**src/rtl/rst_sequencer.sv**
```systemverilog
`timescale 1ns/1ps
// Multi-channel reset sequencer: async assert, synchronised and staggered release, per-channel SW pulses.
// Latency: rst_n_out[k] rises STAGES+MIN_ASSERT+1+k*RELEASE_GAP edges after async_rst_n deasserts; no flow control.
module rst_sequencer #(
    parameter int STAGES      = 2,
    parameter int NUM_CH      = 4,
    parameter int MIN_ASSERT  = 8,
    parameter int RELEASE_GAP = 4,
    parameter int SW_PULSE    = 4
) (
    input  logic              clk,
    input  logic              async_rst_n,
    input  logic [NUM_CH-1:0] sw_rst_req,
    output logic [NUM_CH-1:0] rst_n_out,
    output logic              seq_busy,
    output logic              rst_done
);

    generate
        if (STAGES < 2) begin : g_bad_stages
            $error("rst_sequencer: STAGES must be >= 2");
        end
        if (NUM_CH < 1 || NUM_CH > 16) begin : g_bad_num_ch
            $error("rst_sequencer: NUM_CH must be in 1..16");
        end
        if (MIN_ASSERT < 1 || RELEASE_GAP < 1 || SW_PULSE < 1) begin : g_bad_counts
            $error("rst_sequencer: MIN_ASSERT, RELEASE_GAP and SW_PULSE must be >= 1");
        end
    endgenerate

    localparam int MA_W  = $clog2(MIN_ASSERT + 1);
    localparam int GAP_W = $clog2(RELEASE_GAP + 1);
    localparam int SW_W  = $clog2(SW_PULSE + 1);
    localparam int IDX_W = $clog2(NUM_CH + 1);

    typedef enum logic [1:0] {
        HOLD    = 2'd0,
        STRETCH = 2'd1,
        RELEASE = 2'd2,
        DONE    = 2'd3
    } state_t;

    state_t            state_q;
    logic [STAGES-1:0] sync_q;
    logic [MA_W-1:0]   cnt_q;
    logic [GAP_W-1:0]  gap_q;
    logic [IDX_W-1:0]  idx_q;
    logic [NUM_CH-1:0] rel_q;
    logic [NUM_CH-1:0] out_q;
    logic              busy_q;
    logic              done_q;
    logic [SW_W-1:0]   sw_cnt_q [NUM_CH];

    logic [SW_W-1:0]   sw_cnt_d [NUM_CH];
    logic [NUM_CH-1:0] raise_d;
    logic              last_raise_d;
    logic [NUM_CH-1:0] out_d;

    // One-hot of the channel the sequence releases on this edge; idx_q is the last released channel.
    always_comb begin
        raise_d      = '0;
        last_raise_d = 1'b0;
        case (state_q)
            STRETCH: begin
                if (cnt_q == MA_W'(MIN_ASSERT - 1)) begin
                    raise_d[0]   = 1'b1;
                    last_raise_d = (NUM_CH == 1);
                end
            end
            RELEASE: begin
                if (gap_q == GAP_W'(RELEASE_GAP - 1)) begin
                    for (int i = 0; i < NUM_CH; i++) begin
                        raise_d[i] = (IDX_W'(i) == idx_q + IDX_W'(1));
                    end
                    last_raise_d = (idx_q == IDX_W'(NUM_CH - 2));
                end
            end
            default: ;
        endcase
    end

    // SW pulses only start on channels already released; a new request reloads the counter.
    always_comb begin
        for (int i = 0; i < NUM_CH; i++) begin
            sw_cnt_d[i] = '0;
            if (sw_rst_req[i] && rel_q[i]) begin
                sw_cnt_d[i] = SW_W'(SW_PULSE);
            end else if (sw_cnt_q[i] != '0) begin
                sw_cnt_d[i] = sw_cnt_q[i] - SW_W'(1);
            end
            out_d[i] = (rel_q[i] | raise_d[i]) & (sw_cnt_d[i] == '0);
        end
    end

    always_ff @(posedge clk or negedge async_rst_n) begin
        if (!async_rst_n) begin
            sync_q  <= '0;
            state_q <= HOLD;
            cnt_q   <= '0;
            gap_q   <= '0;
            idx_q   <= '0;
            rel_q   <= '0;
            out_q   <= '0;
            busy_q  <= 1'b1;
            done_q  <= 1'b0;
            for (int i = 0; i < NUM_CH; i++) begin
                sw_cnt_q[i] <= '0;
            end
        end else begin
            sync_q <= {sync_q[STAGES-2:0], 1'b1};
            rel_q  <= rel_q | raise_d;
            out_q  <= out_d;
            for (int i = 0; i < NUM_CH; i++) begin
                sw_cnt_q[i] <= sw_cnt_d[i];
            end
            case (state_q)
                HOLD: begin
                    if (sync_q[STAGES-1]) begin
                        state_q <= STRETCH;
                        cnt_q   <= '0;
                    end
                end
                STRETCH: begin
                    if (cnt_q == MA_W'(MIN_ASSERT - 1)) begin
                        idx_q <= '0;
                        gap_q <= '0;
                        if (last_raise_d) begin
                            state_q <= DONE;
                            busy_q  <= 1'b0;
                            done_q  <= 1'b1;
                        end else begin
                            state_q <= RELEASE;
                        end
                    end else begin
                        cnt_q <= cnt_q + MA_W'(1);
                    end
                end
                RELEASE: begin
                    if (gap_q == GAP_W'(RELEASE_GAP - 1)) begin
                        idx_q <= idx_q + IDX_W'(1);
                        gap_q <= '0;
                        if (last_raise_d) begin
                            state_q <= DONE;
                            busy_q  <= 1'b0;
                            done_q  <= 1'b1;
                        end
                    end else begin
                        gap_q <= gap_q + GAP_W'(1);
                    end
                end
                DONE: ;
                default: state_q <= HOLD;
            endcase
        end
    end

    assign rst_n_out = out_q;
    assign seq_busy  = busy_q;
    assign rst_done  = done_q;

endmodule
```
**config.mk**
```make
export PLATFORM = sky130hd
export DESIGN_NAME = rst_sequencer
export DESIGN_NICKNAME = d
export VERILOG_FILES = /design/src/rtl/rst_sequencer.sv
export SDC_FILE = /design/constraint.sdc
export NUM_CORES = 1
export LEC_CHECK = 0
export ABC_AREA = 1
export CAP_MARGIN = 20
export CORE_MARGIN = 4
export CORE_UTILIZATION = 58
export CTS_CLUSTER_DIAMETER = 100
export DETAILED_ROUTE_END_ITERATION = 10
export PLACE_DENSITY = 0.78
export SYNTH_ARGS = -nofsm -noshare
export SYNTH_HDL_FRONTEND = slang
export SYNTH_SLANG_ARGS = --single-unit
```
**constraint.sdc**
```tcl
create_clock -name clk -period 1.65 [get_ports clk]
set_input_delay 0.4125 -clock clk [delete_from_list [all_inputs] [get_ports clk]]
set_output_delay 0.4125 -clock clk [all_outputs]
set_load 0.02 [all_outputs]
```
==> results of run 1 <==
==> cells by family (layout without fill, tap and decap cells) <==
family,count (synthesis),in the layout,synth area share
flops,36,36,0.495
compound gates,23,23,0.0721
simple gates,87,87,0.207
other cells,1,1,0.00206
fa+ha+maj,19,19,0.130
buf+inv,45,66,0.0927
==> flip-flops by register name, summed over array words and instances, names as in the netlist, 2 cells and up <==
signal,count
sw_cnt_q,12
cnt_q,4
rel_q,4
rst_n_out,4
gap_q,3
idx_q,3
state_q,2
sync_q,2
==> repair_timing <==
| item | 4_1_cts | 5_1_grt |
|---|---|---|
| pin swaps | 0 | 0 |
| setup endpoints to repair | 6 | 2 |
| cloned | 0 | 0 |
| resized for setup | 6 | 2 |
==> metal layers <==
metal / part of all wire / global-route usage / vias to the layer above
met5: 0 / 0 / -
met4: 0.019 / 0.0566 / 0
met3: 0.047 / 0.0545 / 6
met2: 0.48 / 0.283 / 32
met1: 0.45 / 0.203 / 600
li1: - / - / 680
==> worst reg2reg max path: stages (launching register included) <==
cell	delay (ns)
sky130_fd_sc_hd__dfrtp_1	0.44
sky130_fd_sc_hd__ha_1	0.24
sky130_fd_sc_hd__nand2_1	0.10
sky130_fd_sc_hd__o21ai_2	0.25
sky130_fd_sc_hd__nand3_1	0.21
sky130_fd_sc_hd__nand2_1	0.10
sky130_fd_sc_hd__o21ai_1	0.07
==> placed cells by master (no fill, tap or decap), types with 3 or more instances in the layout <==
cell type	instances
sky130_fd_sc_hd__a21oi_1	8
sky130_fd_sc_hd__clkbuf_4	5
sky130_fd_sc_hd__clkdlybuf4s50_1	5
sky130_fd_sc_hd__dfrtp_1	35
sky130_fd_sc_hd__dlygate4sd2_1	5
sky130_fd_sc_hd__ha_1	18
sky130_fd_sc_hd__inv_1	43
sky130_fd_sc_hd__nand2_1	50
sky130_fd_sc_hd__nand3_1	12
sky130_fd_sc_hd__nor2_1	15
sky130_fd_sc_hd__o21ai_0	3
sky130_fd_sc_hd__o21ai_1	7
sky130_fd_sc_hd__o21ai_2	3
==> how the worst min path moves through the flow <==
| stage | start | endpoint |
|---|---|---|
| after floorplan | async_rst_n | cnt_q[0] |
| after global placement | sync_q[0] | sync_q[1] |
| after CTS | sync_q[0] | sync_q[1] |
| final | sync_q[0] | sync_q[1] |
| after global routing | sync_q[0] | sync_q[1] |
| after detailed placement | sync_q[0] | sync_q[1] |
==> power groups by stage <==
| stage | clock, mW | combinational, mW | sequential (mW) |
|---|---|---|---|
| 2_1_floorplan | 0 | 0.933 | 1.36 |
| 3_3_place_gp | 0 | 1.26 | 1.33 |
| 3_5_place_dp | 0 | 1.31 | 1.35 |
| 4_1_cts | 0.455 | 1.30 | 1.33 |
| 5_1_grt | 0.504 | 1.51 | 1.37 |
| 6_report | 0.440 | 1.29 | 1.33 |
==> layout make-up <==
cell class | instances | area [sq um]
repair buffers | 13 | 131
clock buffers | 7 | 45.0
multi-input cells | 130 | 753
fillers | 250 | 967
inverters | 45 | 169
clock inverters | 1 | 5.00
well taps | 44 | 55.1
flip-flops and latches | 36 | 902
==> metrics.log, run 1 <==
INFO  metric worst_case_register_to_register_setup_slack = roughly 0.13 ns
INFO  metric grt.overflow.total = 0
INFO  metric number_of_enable_type_register_cells_in_the_synthesized_netlist = 0
INFO  metric postSynth.asyncResetShare = 1.00
INFO  metric placement.cell_area = between 2000 and 2500 sq um
INFO  metric final.setup.tns = 0 ns
INFO  metric detail_route.wl_per_cell = about 10 um
INFO  metric timing.critical_path.arrival = 1.16 ns
INFO  metric postCtsHoldBufs = 0
INFO  metric critical_path.slowest_cell = sky130_fd_sc_hd__dfstp_2
INFO  metric setup_viol = 0
INFO  metric first_drt_pass_iteration_count = 4
INFO  metric areaGrowthSynthToFinish = 13.1%
INFO  metric synthesis.area = 1820 sq um
INFO  metric critical_path_cell_count = 1
INFO  metric total_power = between 3 and 4 mW
INFO  metric yosysWarningCount = 0
INFO  metric setup.worst_path.end = seq_busy
INFO  metric grt_use_total = 0.168
INFO  metric place_inst = 268
INFO  metric die-width = about 64 um
INFO  metric clkLatencyLatePin = around 0.34 ns
INFO  metric timing_max_transition_violations_final = 0
INFO  metric synth_area_per_cell = about 8.6 sq um
INFO  metric final.setup_skew = between 0.015 and 0.02 ns
INFO  metric hold_viol_final = 0
INFO  metric post-cts-setup-buffer-count = 0
INFO  metric critPathLaunch = seq_busy
INFO  metric synth.lib_cells_used.distinct = 23
INFO  metric grt_pass1_vias = 1314
INFO  metric p_int = between 1.5 and 2 mW
INFO  metric detailedRoute.firstIterationViolations = 40
INFO  metric clkSinkCount = 36
INFO  metric cts_max_path_buffers = 2
INFO  metric worst_path_largest_cell_delay = between 0.5 and 0.6 ns
INFO  metric critical_path.reg2reg.endpoint = state_q[0]
INFO  metric viasPerCell = around 4.8
INFO  metric io_buffers = 11
INFO  metric numCtsBuffers = 5
INFO  metric floorplan.die_area = 4100 sq um
INFO  metric cp.buffers_inverters = 1
INFO  metric drive_gt1_frac = 0.0862
INFO  metric ctsHtreeMaxLevel = 2
INFO  metric timing.critical_path.to_type = primary output
INFO  metric timing.critical_path.cells = clkdlybuf4s15_1
INFO  metric final.min_clock_period = approximately 1.6 ns
INFO  metric chipHeight = roughly 64 um
INFO  metric synth.net_count = between 200 and 250
INFO  metric postSynthCellCount = 211
INFO  metric power_per_cell_area = 1480 nW/um^2
INFO  metric postLayoutSetupSlackWorst = 0.0806 ns
INFO  metric detail_route.drc_violations = 0
INFO  metric synth_common_cells = 50 x sky130_fd_sc_hd__nand2_1, 43 x sky130_fd_sc_hd__inv_1, 35 x sky130_fd_sc_hd__dfrtp_1
INFO  metric timing.hold.worst.class = flop to flop
INFO  metric outcome = complete, no violations
INFO  metric switching_component_of_the_power = 1.27 mW
INFO  metric synthFlopType = sky130_fd_sc_hd__dfrtp_1
INFO  metric grt_pass1_wl = about 5300 um
INFO  metric synth.ff_latch_count = 36
INFO  metric power.combinational.fraction = 0.421
INFO  metric worst_r2r_startpoint = cnt_q[0]
INFO  metric sw_frac_of_total = 0.416
INFO  metric floorplan.initialDensity = 0.602
INFO  metric finalNetCount = 256
INFO  metric timing.critical_path.required = roughly 1.2 ns
INFO  metric dp_hpwl = 2160 um
INFO  metric p_clk_frac = 0.144
INFO  metric reg2reg_depth = 6
INFO  metric clock_tree.root_cell = sky130_fd_sc_hd__clkbuf_4
INFO  metric detail_route.wirelength = between 2000 and 3000 um
INFO  metric min_path_cells = 0
INFO  metric clock_slew_seen_by_the_registers_of_the_worst_setup_and_hold_paths = about 0.1 ns
INFO  metric ir_worst_vdd = approximately 0.76 mV
INFO  metric final_cell_count_no_fill = between 200 and 300
INFO  metric route.vias.total = 1318
INFO  metric std_cell_rows = 20
INFO  metric fin_util = 0.681
INFO  metric tritoncts = done
INFO  metric placement.setup.worst_slack = ~0.14 ns
INFO  metric seqPwrFrac = 0.435
INFO  metric worst-setup-path-type = flop to primary output
INFO  metric top_level_ports = 12
INFO  metric portion_of_the_post_synthesis_area_used_by_sequential_elements = 0.495
INFO  metric timing.final.crit_share = 0.951
INFO  metric leakagePower = 1.20 nW
INFO  metric path_max_fanout = 2
INFO  metric worstSetupStartpointType = flop
INFO  metric cap_violations = 0
INFO  metric fraction_of_synthesized_cell_area_taken_by_the_top_area_cell_type = 0.481
INFO  metric pin_count_of_the_biggest_net_entering_global_routing = 37
INFO  metric rsz_0062_raised_after_global_routing = false
INFO  metric gp_congestion = 0.726
INFO  metric post-synth-top-count-cell = sky130_fd_sc_hd__nand2_1
INFO  metric synth_top_cell_by_area = sky130_fd_sc_hd__dfrtp_1
INFO  metric final.hold.worst_slack = approximately 0.36 ns
INFO  metric fp.coreArea = between 3000 and 4000 sq um
INFO  metric ant_nets = 0
INFO  metric grt_antenna_before_repair = 0
INFO  metric fmaxAchievable = 637 MHz
INFO  metric antenna_cells_inserted = 0
INFO  metric path_delay_family = flip-flops
INFO  metric finalInstanceArea = just over 2000 sq um
INFO  metric netlist_top_cells_area = sky130_fd_sc_hd__dfrtp_1 48%, sky130_fd_sc_hd__ha_1 13%, sky130_fd_sc_hd__nand2_1 10%
(Power assumes the default switching activity.)
==> run 2: changes to the inputs <==
Settings changed: CORE_ASPECT_RATIO from default to 0.8.
==> run 2 against run 1 <==
  * Routed wire length is 4.6% higher
  * Design area grew 2.1%
  * Via count is 0.99% higher
  * Total power is 7.9% higher
  * Worst hold slack worse by 0.0089 ns
  * Clock-buffer cell count stayed put
  * Register-to-register slack gained 0.06 ns
  * Setup slack worse by 0.041 ns
  * Combinational power hardly changed
  * Non-clock buffer count is 1 higher
  * Critical path type unchanged
  * Critical endpoint is now rst_n_out[3]
==> metrics.log, run 2 (synthesis gave the netlist of run 1 again) <==
INFO  metric timing.critical_path.required = 1.24 ns (about the same)
INFO  metric path_delay_family = buffers and inverters
INFO  metric layout_commonest_cell = sky130_fd_sc_hd__nand2_1
INFO  metric detail_route.drc_violations = 0 (unchanged)
INFO  metric largest_register = sw_cnt_q
INFO  metric dp_hpwl = 2380 um (+10%)
INFO  metric first_drt_pass_iteration_count = 4 (unchanged)
INFO  metric p_int = 1.98 mW (+11%)
INFO  metric chipHeight = 58.1 um (-9.2%)
INFO  metric detailedRoute.firstIterationViolations = 20 (-50%)
INFO  metric pin_count_of_the_biggest_net_entering_global_routing = 22 (-41%)
INFO  metric commonest_non_fill_non_tap_cells_in_the_layout = 50 x sky130_fd_sc_hd__nand2_1, 43 x sky130_fd_sc_hd__inv_1, 35 x sky130_fd_sc_hd__dfrtp_1
INFO  metric hold_viol_final = 0 (unchanged)
INFO  metric place_inst = 263 (-1.9%)
INFO  metric power_per_cell_area = 1570 nW/um^2 (+5.7%)
INFO  metric setup_viol = 0 (unchanged)
INFO  metric timing.hold.worst.class = flop to flop
INFO  metric gp_congestion = 0.849 (+17%)
INFO  metric timing.critical_path.cells = clkdlybuf4s50_1
INFO  metric ir_worst_vdd = 0.843 mV (+11%)
INFO  metric top_level_ports = 12 (unchanged)
INFO  metric power.combinational.fraction = 0.401 (-0.020)
INFO  metric ant_nets = 0 (unchanged)
INFO  metric switching_component_of_the_power = 1.31 mW (+3.4%)
INFO  metric cts_max_path_buffers = 2 (unchanged)
INFO  metric cap_violations = 0 (unchanged)
INFO  metric final.setup.tns = 0 ns (unchanged)
INFO  metric areaGrowthSynthToFinish = 15.5%
INFO  metric io_buffers = 11 (unchanged)
INFO  metric numCtsBuffers = 5 (unchanged)
INFO  metric min_from = sync_q[0]
INFO  metric finalNetCount = 257 (+0.39%)
INFO  metric timing.final.crit_share = 0.976 (+0.0251)
INFO  metric clock_slew_seen_by_the_registers_of_the_worst_setup_and_hold_paths = 0.07 ns (-0.03 ns)
INFO  metric ctsHtreeMaxLevel = 2 (unchanged)
INFO  metric critical_path.slowest_cell = sky130_fd_sc_hd__clkdlybuf4s50_1
INFO  metric final.hold.worst_slack = 0.349 ns (-0.00892 ns)
INFO  metric outcome = complete, no violations
INFO  metric critPathLaunch = rst_n_out[3]
INFO  metric postLayoutSetupSlackWorst = 0.0391 ns (-0.0415 ns)
INFO  metric timing.critical_path.to_type = primary output
INFO  metric final.setup_skew = 0.00484 ns (-0.0112 ns)
INFO  metric clkLatencyLatePin = 0.28 ns (-0.06 ns)
INFO  metric rsz_0062_raised_after_global_routing = false
INFO  metric grt_pass1_vias = 1414 (+7.6%)
INFO  metric fp.coreArea = 2870 sq um (-5.2%)
INFO  metric fmaxAchievable = 621 MHz (-2.6%)
INFO  metric grt_use_total = 0.175 (+0.00650)
INFO  metric final.min_clock_period = 1.61 ns (+0.0415 ns)
INFO  metric worstSetupStartpointType = flop
INFO  metric grt_pass1_wl = 5680 um (+6.2%)
INFO  metric grt_antenna_before_repair = 0 (unchanged)
INFO  metric floorplan.initialDensity = 0.634 (+0.0328)
INFO  metric route.vias.total = 1331 (+0.99%)
INFO  metric cp.buffers_inverters = 1 (unchanged)
INFO  metric tritoncts = done
INFO  metric detail_route.wirelength = 3000 um (+4.6%)
INFO  metric floorplan.die_area = 4110 sq um (+0.13%)
INFO  metric final_cell_count_no_fill = 271 (-1.8%)
INFO  metric largest_register_ffs = 12 (unchanged)
INFO  metric antenna_cells_inserted = 0 (unchanged)
INFO  metric worst-setup-path-type = flop to primary output
INFO  metric clock_tree.root_cell = sky130_fd_sc_hd__clkbuf_8
INFO  metric detail_route.wl_per_cell = 11.1 um (+6.6%)
INFO  metric viasPerCell = 4.91 (+2.8%)
INFO  metric sw_frac_of_total = 0.398 (-0.0175)
INFO  metric worst_r2r_startpoint = state_q[1]
INFO  metric std_cell_rows = 17 (-15%)
INFO  metric seqPwrFrac = 0.406 (-0.029)
INFO  metric placement.setup.worst_slack = 0.0900 ns (-0.0519 ns)
INFO  metric drive_gt1_frac = 0.0944 (+0.00821)
INFO  metric timing_max_transition_violations_final = 0 (unchanged)
INFO  metric clkSinkCount = 36 (unchanged)
INFO  metric p_clk_frac = 0.193 (+0.049)
INFO  metric grt.overflow.total = 0 (unchanged)
INFO  metric post-cts-setup-buffer-count = 0 (unchanged)
INFO  metric leakagePower = 1.25 nW (+4.3%)
INFO  metric timing.critical_path.arrival = 1.20 ns (+0.04 ns)
INFO  metric die-width = 70.7 um (+10%)
INFO  metric worst_path_largest_cell_delay = 0.59 ns (+0.05 ns)
INFO  metric total_power = 3.30 mW (+7.9%)
INFO  metric path_max_fanout = 1 (-1)
-- run 2: cell types whose count changed in the layout (fill, tap and decap cells not counted), moves of 2 or more --
| cell | before | now |
|---|---|---|
| sky130_fd_sc_hd__clkbuf_8 | 0 | 6 |
| sky130_fd_sc_hd__clkbuf_4 | 5 | 0 |
| sky130_fd_sc_hd__dlymetal6s2s_1 | 0 | 3 |
| sky130_fd_sc_hd__buf_4 | 1 | 3 |
| sky130_fd_sc_hd__dlygate4sd2_1 | 5 | 1 |
| sky130_fd_sc_hd__clkdlybuf4s50_1 | 5 | 7 |
-- run 2: path summary, 6_finish.rpt --
path / endpoint / slack [ns] / cells after the start
min reg2reg: sync_q[1] / 0.35 / 0
max reg2reg: idx_q[0] / 0.19 / 7
max in group asynchronous: seq_busy / 0.93 / 2
min in group asynchronous: rst_done / 0.48 / 2
max: rst_n_out[3] / 0.04 / 1
min: sync_q[1] / 0.35 / 0
-- run 2: power groups by stage --
stage	registers [mW]	logic, mW	clock network [mW]
floorplan	1.36	0.933	0
global placement	1.33	1.23	0
detailed placement	1.36	1.32	0
CTS	1.34	1.33	0.654
global route	1.38	1.54	0.693
finish	1.34	1.32	0.638
-- run 2: per-stage QoR --
step | util | instance area (sq um)
detailed placement | 0.697 | 2000
global route | 0.733 | 2100
global placement | 0.697 | 2000
finish | 0.733 | 2100
floorplan | - | 1820
CTS | 0.729 | 2090
-- run 2: cell type report --
type | instances | area [sq um]
sequential | 36 | 902
inverter | 45 | 169
multi-input combinational | 130 | 753
timing repair buffer | 14 | 139
clock inverter | 1 | 7.51
fill | 214 | 767
tap | 38 | 47.5
clock buffer | 7 | 86.3
-- run 2: per-layer routing --
layer / global-route usage / wire length (um)
met5: 0 / 0
met4: 0.0724 / 40
met3: 0.0416 / 126
met2: 0.311 / 1480
met1: 0.205 / 1360
-- run 2: repair_timing --
item	in CTS	in global routing
endpoints found under the hold margin	0	0
cloned	0	0
resized for setup	1	4
hold buffers	0	0
endpoints found under the setup margin	1	10
==> run 3: changes to the inputs <==
Settings changed: CORE_ASPECT_RATIO 0.8 to 0.75, CTS_BUF_LIST from default to sky130_fd_sc_hd__clkbuf_16.
==> run 3 against run 2 <==
  * Cell count decreased by 0.37%
  * Clock power increased by 36%
  * Total power increased by 7.3%
  * Fmax increased by 0.49%
  * Setup slack improved by 0.0079 ns
  * Non-clock buffer count decreased by 1
  * Worst hold slack improved by 0.0013 ns
==> metrics.log, run 3 (synthesis gave the netlist of run 1 again) <==
INFO  metric timing.critical_path.required = 1.24 ns (about the same)
INFO  metric rsz_0062_raised_after_global_routing = false
INFO  metric largest_register_ffs = 12 (unchanged)
INFO  metric worst-setup-path-type = flop to primary output
INFO  metric setup_viol = 0 (unchanged)
INFO  metric leakagePower = 1.28 nW (+2.3%)
INFO  metric cp.buffers_inverters = 1 (unchanged)
INFO  metric largest_register = sw_cnt_q
INFO  metric p_clk_frac = 0.245 (+0.052)
INFO  metric fp.coreArea = 2980 sq um (+3.7%)
INFO  metric grt_pass1_wl = 5750 um (+1.2%)
INFO  metric fmaxAchievable = 624 MHz (+0.49%)
INFO  metric top_level_ports = 12 (unchanged)
INFO  metric path_delay_family = buffers and inverters
INFO  metric hold_viol_final = 0 (unchanged)
INFO  metric seqPwrFrac = 0.381 (-0.025)
INFO  metric post-cts-setup-buffer-count = 0 (unchanged)
INFO  metric power.combinational.fraction = 0.374 (-0.027)
INFO  metric power_per_cell_area = 1640 nW/um^2 (+4.9%)
INFO  metric switching_component_of_the_power = 1.35 mW (+2.7%)
INFO  metric layout_commonest_cell = sky130_fd_sc_hd__nand2_1
INFO  metric pin_count_of_the_biggest_net_entering_global_routing = 37 (+68%)
INFO  metric outcome = complete, no violations
INFO  metric ant_nets = 0 (unchanged)
INFO  metric clkSinkCount = 36 (unchanged)
INFO  metric sw_frac_of_total = 0.381 (-0.0171)
INFO  metric cts_max_path_buffers = 2 (unchanged)
INFO  metric die-width = 72.7 um (+2.9%)
INFO  metric grt_use_total = 0.182 (+0.00705)
INFO  metric final.min_clock_period = 1.60 ns (-0.00789 ns)
INFO  metric io_buffers = 11 (unchanged)
INFO  metric grt_pass1_vias = 1375 (-2.8%)
INFO  metric regArea = 902 sq um (unchanged)
INFO  metric floorplan.die_area = 4110 sq um (about the same)
INFO  metric areaGrowthSynthToFinish = 18.1%
INFO  metric drive_gt1_frac = 0.0819 (-0.0125)
INFO  metric path_max_fanout = 1 (unchanged)
INFO  metric grt.overflow.total = 0 (unchanged)
INFO  metric viasPerCell = 4.97 (+1.3%)
INFO  metric p_int = 2.19 mW (+10%)
INFO  metric chipHeight = 56.5 um (-2.7%)
INFO  metric filler_cell_count = 220 (+2.8%)
INFO  metric timing.critical_path.arrival = 1.19 ns (about the same)
INFO  metric timing.critical_path.to_type = primary output
INFO  metric multi_input_area = 753 sq um (unchanged)
INFO  metric cap_violations = 0 (unchanged)
INFO  metric critical_path.slowest_cell = sky130_fd_sc_hd__clkdlybuf4s50_1
INFO  metric tritoncts = done
INFO  metric dp_hpwl = 2270 um (-4.4%)
INFO  metric timing.final.crit_share = 0.972 (-0.00478)
INFO  metric route.vias.total = 1343 (+0.90%)
INFO  metric timing_max_transition_violations_final = 0 (unchanged)
INFO  metric ctsHtreeMaxLevel = 2 (unchanged)
INFO  metric clock_tree.root_cell = sky130_fd_sc_hd__clkbuf_16
INFO  metric final.hold.worst_slack = 0.350 ns (+0.00128 ns)
INFO  metric floorplan.initialDensity = 0.612 (-0.0227)
INFO  metric std_cell_rows = 17 (unchanged)
INFO  metric timing.critical_path.cells = clkdlybuf4s50_1
INFO  metric detail_route.drc_violations = 0 (unchanged)
INFO  metric worst_path_largest_cell_delay = 0.60 ns (about the same)
INFO  metric place_inst = 262 (-0.38%)
INFO  metric gp_congestion = 0.799 (-5.8%)
INFO  metric detailedRoute.firstIterationViolations = 40 (+100%)
INFO  metric first_drt_pass_iteration_count = 4 (unchanged)
INFO  metric numCtsBuffers = 5 (unchanged)
INFO  metric timing.hold.worst.class = flop to flop
INFO  metric ir_worst_vdd = 0.853 mV (+1.1%)
INFO  metric worst_case_register_to_register_setup_slack = 0.19 ns (about the same)
INFO  metric finalNetCount = 256 (-0.39%)
INFO  metric fin_util = 0.723 (-0.0102)
INFO  metric total_power = 3.54 mW (+7.3%)
INFO  metric final_cell_count_no_fill = 270 (-0.37%)
INFO  metric final.setup.tns = 0 ns (unchanged)
INFO  metric antenna_cells_inserted = 0 (unchanged)
INFO  metric clock_slew_seen_by_the_registers_of_the_worst_setup_and_hold_paths = 0.05 ns (-0.02 ns)
INFO  metric commonest_non_fill_non_tap_cells_in_the_layout = 50 x sky130_fd_sc_hd__nand2_1, 45 x sky130_fd_sc_hd__inv_1, 35 x sky130_fd_sc_hd__dfrtp_1
INFO  metric detail_route.wirelength = 3120 um (+3.9%)
INFO  metric grt_antenna_before_repair = 0 (unchanged)
INFO  metric worstSetupStartpointType = flop
INFO  metric clkLatencyLatePin = 0.28 ns (about the same)
INFO  metric detail_route.wl_per_cell = 11.6 um (+4.3%)
INFO  metric postCtsHoldBufs = 0 (unchanged)
INFO  metric final.setup_skew = 0.00540 ns (+0.000561 ns)
## run 3: cell types whose count changed in the layout (fill, tap and decap cells not counted), sizes merged
cell / change
clkbuf: -2
buf: -1
clkinv: +1
clkinvlp: -1
inv: +2
## run 3: through the flow
| stage | setup slack, ns | cell area, sq um |
|---|---|---|
| 4_1_cts | 0.00504 | 2140 |
| 5_1_grt | 0.0131 | 2150 |
| 2_1_floorplan | 0.266 | 1820 |
| 3_5_place_dp | 0.107 | 2010 |
| 6_report | 0.0470 | 2150 |
| 3_3_place_gp | 0.144 | 2010 |
## run 3: cell type report
| cell class | count | area share |
|---|---|---|
| multi-input cells | 130 | 0.350 |
| clock buffers | 5 | 0.0581 |
| inverters | 45 | 0.0785 |
| repair buffers | 13 | 0.0669 |
| well taps | 38 | 0.0221 |
| clock inverters | 3 | 0.00523 |
| flip-flops and latches | 36 | 0.419 |
## run 3: path summary, 6_finish.rpt
kind / start / to / cells after the start
worst max-delay path: rst_n_out[1] / rst_n_out[1] / 1
worst min-delay path: sync_q[0] / sync_q[1] / 0
worst max register to register: state_q[1] / idx_q[0] / 7
worst min register to register: sync_q[0] / sync_q[1] / 0
max in group asynchronous: async_rst_n / seq_busy / 2
min in group asynchronous: async_rst_n / cnt_q[0] / 2
## run 3: repair_timing
action                     CTS  global route
resized for setup            1             4
setup endpoints to repair    1             5
gates cloned                 0             0
hold endpoints to repair     0             0
## run 3: power groups by stage
stage,combinational (mW),sequential (mW),clock [mW]
2_1_floorplan,0.933,1.36,0
3_3_place_gp,1.23,1.33,0
3_5_place_dp,1.32,1.36,0
4_1_cts,1.34,1.35,0.876
5_1_grt,1.55,1.39,0.926
6_report,1.32,1.35,0.866
## run 3: metal layers
metal	GRT usage	vias to the layer above	routed length, um
li1	-	681	-
met1	0.207	639	1370
met2	0.311	17	1610
met3	0.0608	6	105
met4	0.0737	0	42
met5	0	-	0
==> RTL edit 1: new RTL, config.mk and constraints of run 3 <==
The 4 states of `state_t` get a one-hot encoding in 4 bits.
--- a/src/rtl/rst_sequencer.sv
+++ b/src/rtl/rst_sequencer.sv
@@ -33,11 +33,11 @@
     localparam int SW_W  = $clog2(SW_PULSE + 1);
     localparam int IDX_W = $clog2(NUM_CH + 1);
 
-    typedef enum logic [1:0] {
-        HOLD    = 2'd0,
-        STRETCH = 2'd1,
-        RELEASE = 2'd2,
-        DONE    = 2'd3
+    typedef enum logic [3:0] {
+        HOLD    = 4'b0001,
+        STRETCH = 4'b0010,
+        RELEASE = 4'b0100,
+        DONE    = 4'b1000
     } state_t;
 
     state_t            state_q;
Behaviour: same outputs for any inputs over 10 cycles, from zero or initial values and one cycle with async_rst_n low; not proved beyond that.
==> RTL edit 1 against run 3 <==
Critical path depth unchanged. Sequential share of layout area is 0.35 points lower. First-iteration DRC count increased by 15%. Sequential cell count rose by 2. Area after synthesis rose by 7.3%. Worst setup slack gained 0.0029 ns. Core utilization up 2.1 points. Non-clock buffer count unchanged. Cell count increased by 5.9%. Final area rose by 6.6%. Fmax is 0.18% higher. Largest cell class unchanged. Routed wire length fell by 2.5%.
Power is not compared: it rests on default switching activity, and its combinational part moved more than twofold at a synthesized area within 25%.
==> RTL edit 1: results (changes against run 3) <==
[outcome]
status=complete, no violations

[layout]
drive_gt1_frac=0.133  ; +0.0512
top_register=sw_cnt_q
nets=268  ; +4.7%
largest_reg_flops=12  ; unchanged

[grt]
use_met3=0.0676  ; +0.00677
grt_max_degree=24  ; -35%
grt_pass1_wl_mm=5.48  ; -4.7%
gr-usage-met1=0.225  ; +0.0181
grt_pass1_vias=1275  ; -7.3%
track_usage=0.169  ; -0.0130
grtUsageMet2=0.244  ; -0.0666

[synthesis]
yosysMostFrequentCell=nand2_1
synth_xor_area_frac=0  ; unchanged
synth.avg_cell_area_sq_um=8.61  ; -0.28%
yosysWarnings=0  ; unchanged
synth_area_leaders=dfrtp_1 46%, ha_1 9.6%, nand2_1 9.6%
ys_types=21  ; -8.7%
synth_edf_count=0  ; unchanged
synthesis.nets=248  ; +5.1%
synthTopCellsByCount=50 x nand2_1, 47 x inv_1, 36 x dfrtp_1
muxShareOfSynthArea=0  ; unchanged
synth_compound_area_frac=0.0384  ; -0.0337
synth-main-ff-cell=dfrtp_1
synthAdderAreaFrac=0.0960  ; -0.0345
seq_area_frac_synth=0.488  ; -0.00736
async_flop_share=1.00  ; unchanged

[drt]
wl_per_cell_um=10.6  ; -8.0%
drtIter0Drc=46  ; +15%
wl_mm=3.04  ; -2.5%
vias=1364  ; +1.6%
firstDrtPassIters=4  ; unchanged

[clock_network]
cts.path.max_buffers=2  ; unchanged
cts-root-buf=clkbuf_16
cts_buffers=5  ; unchanged
worstSkewPairLatency_ns=0.28  ; about the same
post-cts-setup-buffers=0  ; unchanged
clk_pin_slew_ns=0.05  ; about the same

[placement]
gp_congestion=0.826  ; +3.4%
io_buffers=11  ; unchanged
dp_slack_ns=0.141  ; +0.0343 ns
placed_cells=278  ; +6.1%
place_area_sq_um=2120  ; +5.7%
dp.final_hpwl_mm=2.31  ; +1.3%

[worst_setup_path]
cpLargestDelayFamily=buffers and inverters
cpMaxStageDelayCell=clkdlybuf4s50_1
crit_fanout=1  ; unchanged
arrival_ns=1.19  ; about the same
max_stage_delay_ns=0.59

[power_and_ir_drop]
leakage_nw=1.42
ir_drop_mv=0.581

[sta]
slew_headroom=0.663
worst_clock_skew_ns=0.00242  ; -0.00298 ns

[worst_hold_path]
hold_class=in2async

[RTL edit 1: cell types whose count changed in the layout (fill, tap and decap cells not counted), moves of 4 or more]
cell and change:
a21boi_0 +4, a21oi_1 -4, nand3_1 +6, nor2_1 +7, nor2_4 +6, o21ai_1 -6
[RTL edit 1: final timing paths]
kind	from	end	slack (ns)	cells past startpoint
min in group clk	sync_q[0]	sync_q[1]	0.36	0
max in group asynchronous	async_rst_n	sw_cnt_q[9]	1.03	2
setup reg to reg	cnt_q[0]	idx_q[0]	0.22	8
hold reg to reg	sync_q[0]	sync_q[1]	0.36	0
hold / removal	async_rst_n	rst_done	0.10	1
setup / recovery	rst_n_out[1]	rst_n_out[1]	0.05	1
[RTL edit 1: layout make-up]
cell class	count	area (sq um)
Clock buffer	5	125
Clock inverter	3	40.0
Fill cell	232	791
Inverter	49	184
Multi-Input combinational cell	140	817
Sequential cell	38	953
Tap cell	38	47.5
Timing Repair Buffer	13	126
[RTL edit 1: power by group]
part / switching, mW / leakage, nW / internal [mW]
clock network: 0.340 / 0.0836 / 0.706
logic: 0.299 / 0.817 / 0.160
registers: 0.0679 / 0.516 / 1.00
total: 0.707 / 1.42 / 1.87
[RTL edit 1: cells by family (layout without fill, tap and decap cells)]
family,Yosys count,count (layout)
buffers and inverters,49,70
other,1,1
AOI/OAI and AO/OA,12,12
DFF,38,38
and+or+nand+nor,112,112
adders and majority gates,15,15
[RTL edit 1: repair_timing]
item / CTS / global route
pin swaps: 0 / 0
resized for setup: 1 / 3
endpoints found under the setup margin: 1 / 3
[RTL edit 1: layer usage]
layer / part of all wire / up-vias
li1: - / 723
met1: 0.51 / 617
met2: 0.43 / 17
met3: 0.043 / 7
met4: 0.019 / 0
met5: 0 / -
==> RTL edit 2: new RTL, settings of run 3 <==
Without the edit above. The parameter `MIN_ASSERT` goes from 8 to 4.
--- a/src/rtl/rst_sequencer.sv
+++ b/src/rtl/rst_sequencer.sv
@@ -4,7 +4,7 @@
 module rst_sequencer #(
     parameter int STAGES      = 2,
     parameter int NUM_CH      = 4,
-    parameter int MIN_ASSERT  = 8,
+    parameter int MIN_ASSERT  = 4,
     parameter int RELEASE_GAP = 4,
     parameter int SW_PULSE    = 4
 ) (
Check against the original RTL: not equivalent (Yosys sat finds a counterexample within 10 cycles, from zero or initial values and one cycle with async_rst_n low).
==> RTL edit 2 against run 3 <==
Area after synthesis shrank 1.9%. Final area shrank 2.5%. Total power grew 5.3%. Worst setup slack lost 0.0088 ns. Sequential cell count shrank 1. Routed wire length grew 1.0%. Clock skew grew 0.0020 ns. First-iteration DRC count grew 30%. Non-clock buffer count is the same. Largest cell class unchanged. Largest power group is now combinational logic.
==> RTL edit 2: results (changes against run 3) <==
[drt]
drtIter0Drc=52  ; +30%
vias=1285  ; -4.3%
wl_mm=3.15  ; +1.0%
via_per_inst=5.02  ; +0.91%

[placement]
place_area_sq_um=1960  ; -2.2%
placed_cells=248  ; -5.3%
gp_congestion=0.821  ; +2.8%
dp.final_hpwl_mm=2.41  ; +5.9%
dp_slack_ns=0.112  ; +0.00582 ns

[clock_network]
cts_buffers=5  ; unchanged
cts_resized=2  ; +1
cts-root-buf=clkbuf_16

[layout]
nFillCells=218  ; -0.91%
nets=243  ; -5.1%
diodes=0  ; unchanged
drive_gt1_frac=0.0872  ; +0.00526

[outcome]
status=complete, no violations

[synthesis]
synthesis.nets=224  ; -5.1%
synth.avg_cell_area_sq_um=9.03  ; +4.6%
ys_types=24  ; +4.3%
synthTopCellsByCount=42 x nand2_1, 40 x inv_1, 34 x dfrtp_1
seq_area_frac_synth=0.491  ; -0.00464
synth_area_leaders=dfrtp_1 48%, ha_1 14%, nand2_1 8.8%

[grt]
grt_max_degree=36  ; -2.7%
grt_pass1_wl_mm=5.72  ; -0.47%
track_usage=0.188  ; +0.00577

[worst_setup_path]
cpLargestDelayFamily=buffers and inverters
arrival_ns=1.20
cpMaxStageDelayCell=clkdlybuf4s50_1
max_stage_delay_ns=0.59

[sta]
worst_clock_skew_ns=0.00738  ; +0.00198 ns

[power_and_ir_drop]
leakage_nw=1.21  ; -5.1%
ir_drop_mv=0.975  ; +14%

==> RTL edit 2: layout make-up <==
type                    count  area, sq um  area share
repair buffers             13          138      0.0656
clock inverters             3         11.3     0.00537
well taps                  38         47.5      0.0227
inverters                  42          160      0.0763
flip-flops and latches     35          877       0.418
multi-input cells         120          739       0.352
clock buffers               5          125      0.0596
==> RTL edit 2: worst paths after layout <==
kind | start | end | slack (ns) | cells after the start
min in group asynchronous | async_rst_n | sw_cnt_q[6] | 0.50 | 2
hold / removal | sync_q[0] | sync_q[1] | 0.35 | 0
setup reg to reg | cnt_q[0] | cnt_q[0] | 0.13 | 8
max in group asynchronous | async_rst_n | seq_busy | 0.90 | 2
setup / recovery | rst_n_out[1] | rst_n_out[1] | 0.04 | 1
hold reg to reg | sync_q[0] | sync_q[1] | 0.35 | 0
==> RTL edit 2: layer usage <==
| layer | part of all wire | global-route usage |
|---|---|---|
| met3 | 0.043 | 0.0830 |
| met2 | 0.48 | 0.285 |
| met1 | 0.45 | 0.223 |
| met4 | 0.021 | 0.0965 |
| met5 | 0 | 0 |
==> RTL edit 2: power breakdown <==
| group | internal [mW] | switching, mW |
|---|---|---|
| combinational | 0.573 | 0.936 |
| sequential | 1.16 | 0.190 |
| clock | 0.542 | 0.326 |
==> RTL edit 2: kinds of logic after synthesis <==
group	share of synthesized area
simple gates	0.213
buf+inv	0.0959
flops	0.491
fa+ha+maj	0.140
compound gates	0.0588
other cells	0.00210
